[config.mk]
export PLATFORM = sky130hd
export DESIGN_NAME = rshift_iter
export DESIGN_NICKNAME = d
export VERILOG_FILES = /design/src/rtl/rshift_iter.sv
export SDC_FILE = /design/constraint.sdc
export NUM_CORES = 1
export LEC_CHECK = 0
export BUFFER_PORTS_ARGS = -buffer_cell sky130_fd_sc_hd__buf_2
export CORE_ASPECT_RATIO = 1.4
export CORE_MARGIN = 10
export CORE_UTILIZATION = 25
export CTS_BUF_LIST = sky130_fd_sc_hd__clkbuf_4
export DETAILED_ROUTE_END_ITERATION = 6
export SLEW_MARGIN = 10
export SYNTH_ARGS = -nofsm -noshare
export SYNTH_HDL_FRONTEND = slang
export SYNTH_SLANG_ARGS = --single-unit
[constraint.sdc]
create_clock -name clock -period 4 [get_ports clock]
set_input_delay 0.2 -clock clock [delete_from_list [all_inputs] [get_ports clock]]
set_output_delay 0.2 -clock clock [all_outputs]
set_load 0.05 [all_outputs]
[src/rtl/rshift_iter.sv]
// rshift_iter: iterative 32-bit right shifter for the MultDiv unit.
// Latches operand, shift amount and mode on an accepted start, then shifts
// right one bit per clock (zero-fill or sign-fill) until the amount is used up,
// and strobes data_resultRDY for one cycle when the result is final.
// Optional feature macro: RSHIFT_FAST4_EN -- while at least 4 bits of shift
// remain, each SHIFT cycle moves 4 bits instead of 1.
module rshift_iter (
    input  logic        clock,
    input  logic        reset,
    input  logic        ctrl_start,
    input  logic        ctrl_arith,
    input  logic [31:0] data_operandA,
    input  logic [4:0]  ctrl_shiftamt,
    output logic [31:0] data_result,
    output logic        data_resultRDY,
    output logic        busy
);

    typedef enum logic [1:0] {
        IDLE  = 2'd0,
        SHIFT = 2'd1,
        DONE  = 2'd2
    } state_t;

    state_t      state;
    state_t      state_next;
    logic [4:0]  count;
    logic [4:0]  count_next;
    logic [31:0] result_next;
    logic        arith_q;
    logic        arith_next;
    logic        fill;

    // Fill bit entering from the top: sign bit in arithmetic mode, else zero.
    assign fill = arith_q & data_result[31];

    // Next-state and datapath update for the IDLE/SHIFT/DONE sequence.
    always_comb begin
        // NOTE: every signal gets a default before the case so no path
        // leaves it unassigned, which would otherwise infer a latch.
        state_next  = state;
        count_next  = count;
        result_next = data_result;
        arith_next  = arith_q;

        case (state)
            IDLE, DONE: begin
                if (ctrl_start) begin
                    result_next = data_operandA;
                    count_next  = ctrl_shiftamt;
                    arith_next  = ctrl_arith;
                    state_next  = (ctrl_shiftamt == 5'd0) ? DONE : SHIFT;
                end else begin
                    state_next  = IDLE;
                end
            end

            SHIFT: begin
`ifdef RSHIFT_FAST4_EN
                if (count >= 5'd4) begin
                    result_next = {{4{fill}}, data_result[31:4]};
                    count_next  = count - 5'd4;
                end else begin
                    result_next = {fill, data_result[31:1]};
                    count_next  = count - 5'd1;
                end
`else
                result_next = {fill, data_result[31:1]};
                count_next  = count - 5'd1;
`endif
                // Start requests are ignored here; only the counter decides.
                state_next = (count_next == 5'd0) ? DONE : SHIFT;
            end

            default: begin
                state_next = IDLE;
            end
        endcase
    end

    // State, counter, mode and working register; synchronous reset wins.
    always_ff @(posedge clock) begin
        // NOTE: sequential state uses non-blocking assignments so every
        // register samples pre-edge values, independent of statement order.
        if (reset) begin
            // NOTE: reset is synchronous and active-high here; it aborts any
            // operation in flight, so no ready strobe follows it.
            state       <= IDLE;
            count       <= 5'd0;
            data_result <= 32'd0;
            arith_q     <= 1'b0;
        end else begin
            state       <= state_next;
            count       <= count_next;
            data_result <= result_next;
            arith_q     <= arith_next;
        end
    end

    // Handshake outputs decoded from the registered state only.
    assign data_resultRDY = (state == DONE);
    assign busy           = (state == SHIFT);

endmodule

==> out/metrics.yaml <==
slew_headroom: 0.413
diodes: 0
htreeDepth: 2
critPathTopFamily: "buffers and inverters"
cts_tree: "yes"
yosys_warnings: 0
grt_max_degree: 42
grt_usage: 0.0956
drt_wl_total_um: 5480
clk_path_buf_depth: 2
final.fill_count: 818
synth_cells: 231
use_met2: 0.164
core-area_um2: 7270
tightestPinTransition_ns: 0.878
drc_errors: 0
rows: 37
ir_drop_mv: 0.164
synth_cell_types: 35
finalClockSkew_ns: 0.0146
clk_latency_ns: 0.34
clkPwrFrac: 0.230
synth_top_area_share: 0.435
initial_utilization: 0.253
power_density_nw_per_um2: 508
synth-simple-area-share: 0.268
die_x_um: 92.5
avgViaCountPerCell: 4.64
place_area_um2: 2260
postCtsSetupRepairBufs: 0
avgSynthCellArea_um2: 7.97
hold_buffers: 0
synth_top_family_by_area: "simple AND/OR/NAND/NOR gates"
nets: 337
die_area_um2: 11200
finalSetupViolCount: 0
p_total_mw: 1.19
drtIter0Drc: 83
slew_viol_final: 0
cts_buffers: 5
hold_violations: 0
dp.final_hpwl_um: 3970
cts.repair.resized: 0
outcome: "finished clean"
fin_setup_tns_ns: 0
layout-drive-gt1-share: 0.312
grt_pass1_vias: 1837
fin_crit_ns: 2.32
antenna_left: 0
p_sw_frac: 0.406
path_max_fanout: 37
worstHoldPathType: "in -> reg"
layout_commonest_cell: "buf_2"
leakagePower_nw: 1.03
rsz0062_at_grt: "false"
io_buffers: 74
synth_fp_nets: 274
worstSetupEndpointType: "primary output"
place_ws_ns: 1.93
cts_num_sinks: 40
slowest_delay_ns: 0.54
fin_crit_sh: 0.579
wl_per_cell_um: 14.0
finalWorstSetupSlack_ns: 1.68
combPwrFrac: 0.351
gp_congestion: 0.704
die_height_um: 122
maxCapViolCount: 0
muxShareOfSynthArea: 0
cts_root_buf: "clkbuf_4"
synth_adder_area_share: 0.0136
grt_overflow: 0
antenna_found_initial: 0
synth_area_um2: 1840
startpoint_type: "flop"
layout_common_cells: "buf_2 (74), nand2_1 (67), dfxtp_1 (40), nor2_1 (38), a311oi_1 (27)"
grt_use_met1: 0.107
ys_ff_latch: 40
p_switching_uw: 482
seq_power_share: 0.418
critPathArrivalTime_ns: 2.12
grt_pass1_wl_um: 8940
fmax_mhz: 432
synth_xor_area_frac: 0.00476
use_met3: 0.0338
criticalPathCategory: "reg -> out"
intPower_uw: 705
ios: 75
first_pass_iters: 4
crit_required_ns: 3.80
path_cells: "nand2b_2 -> buf_4 -> clkinv_2 -> buf_2"
synth_compound_area_frac: 0.217
ys_seq_area_frac: 0.435
synth_top_area_cell: "dfxtp_1"
final_area_um2: 2340
cp_slowest_cell: "nand2b_2"
busiest_layer: "met2"
syn2layout_area_growth_pct: 26.8
critical_path_buf_inv_count: 3
clkTransAtPathRegs_ns: 0.13
vias: 1819
synth_area_leaders: "dfxtp_1 (43%), nand2_1 (14%), a311oi_1 (13%), nor2_1 (7.7%), a311oi_2 (3.3%)"
[flip-flops by register name (all words and copies together), names as in the netlist]
signal	cells
count	5
arith_q	1
data_result	32
state	2
[final timing paths]
kind | from | to | slack (ns) | cells after the start
max | state[1]$_SDFF_PP0_ | busy | 1.68 | 4
min | ctrl_arith | arith_q$_SDFFE_PP0P_ | 0.08 | 3
max reg2reg | state[1]$_SDFF_PP0_ | count[0]$_SDFFE_PP0P_ | 1.93 | 6
min reg2reg | arith_q$_SDFFE_PP0P_ | arith_q$_SDFFE_PP0P_ | 0.46 | 2
[layer usage]
layer  vias to the layer above  part of all wire
li1                        932                 -
met1                       826              0.42
met2                        53              0.50
met3                         8             0.059
met4                         0             0.018
met5                         -                 0
[power by group through the flow]
stage,logic (mW),clock network [mW],registers [mW]
2_1_floorplan,0.172,0,0.654
3_3_place_gp,0.420,0,0.505
3_5_place_dp,0.423,0,0.507
4_1_cts,0.424,0.283,0.498
5_1_grt,0.453,0.300,0.507
6_report,0.417,0.273,0.497
[synthesized netlist by cell type, drive strengths merged]
cell	instances
dfxtp	40
nor2	38
or3	1
nand2b	2
nor4b	1
a2bb2oi	1
or4	1
nand3b	2
o31ai	1
nor4bb	1
a31oi	2
nand2	67
inv	3
and2	1
o211ai	2
clkinv	1
a22o	1
a311oi	31
a221oi	2
nand3	1
o21ai	2
nor4	1
buf	13
a31o	1
nor2b	2
a21oi	3
xnor2	1
ha	2
clkbuf	7
[final cells by class]
type,instances,area (um^2),area share
well taps,97,121,0.0520
multi-input cells,167,932,0.399
flip-flops and latches,40,801,0.343
repair buffers,76,385,0.165
clock buffers,6,45.0,0.0193
inverters,4,16.3,0.00696
clock inverters,2,35.0,0.0150
[worst register-to-register path: cells and delay by family (launching register included)]
kind,cells,cell delay (ns)
AOI/OAI and AO/OA,1,0.12
DFF,1,0.34
and+or+nand+nor,3,0.91
buffers and inverters,2,0.63
[cell families (layout without fill, tap and decap cells)]
logic type,after synthesis,after routing
AO/OA/AOI/OAI,46,46
XOR/XNOR,1,1
adder cells (fa/ha/maj),2,2
buffers and inverters,24,88
flip-flops,40,40
AND/OR/NAND/NOR,118,118
[through the flow]
| stage | hold WS (ns) | cells | utilization |
|---|---|---|---|
| global route | 0.0488 | 392 | 0.321 |
| global placement | 0.444 | 384 | 0.310 |
| finish | 0.0783 | 392 | 0.321 |
| detailed placement | 0.446 | 384 | 0.310 |
| CTS | 0.0559 | 392 | 0.321 |
| floorplan | 0.336 | 231 | - |
(Power assumes the default switching activity.)
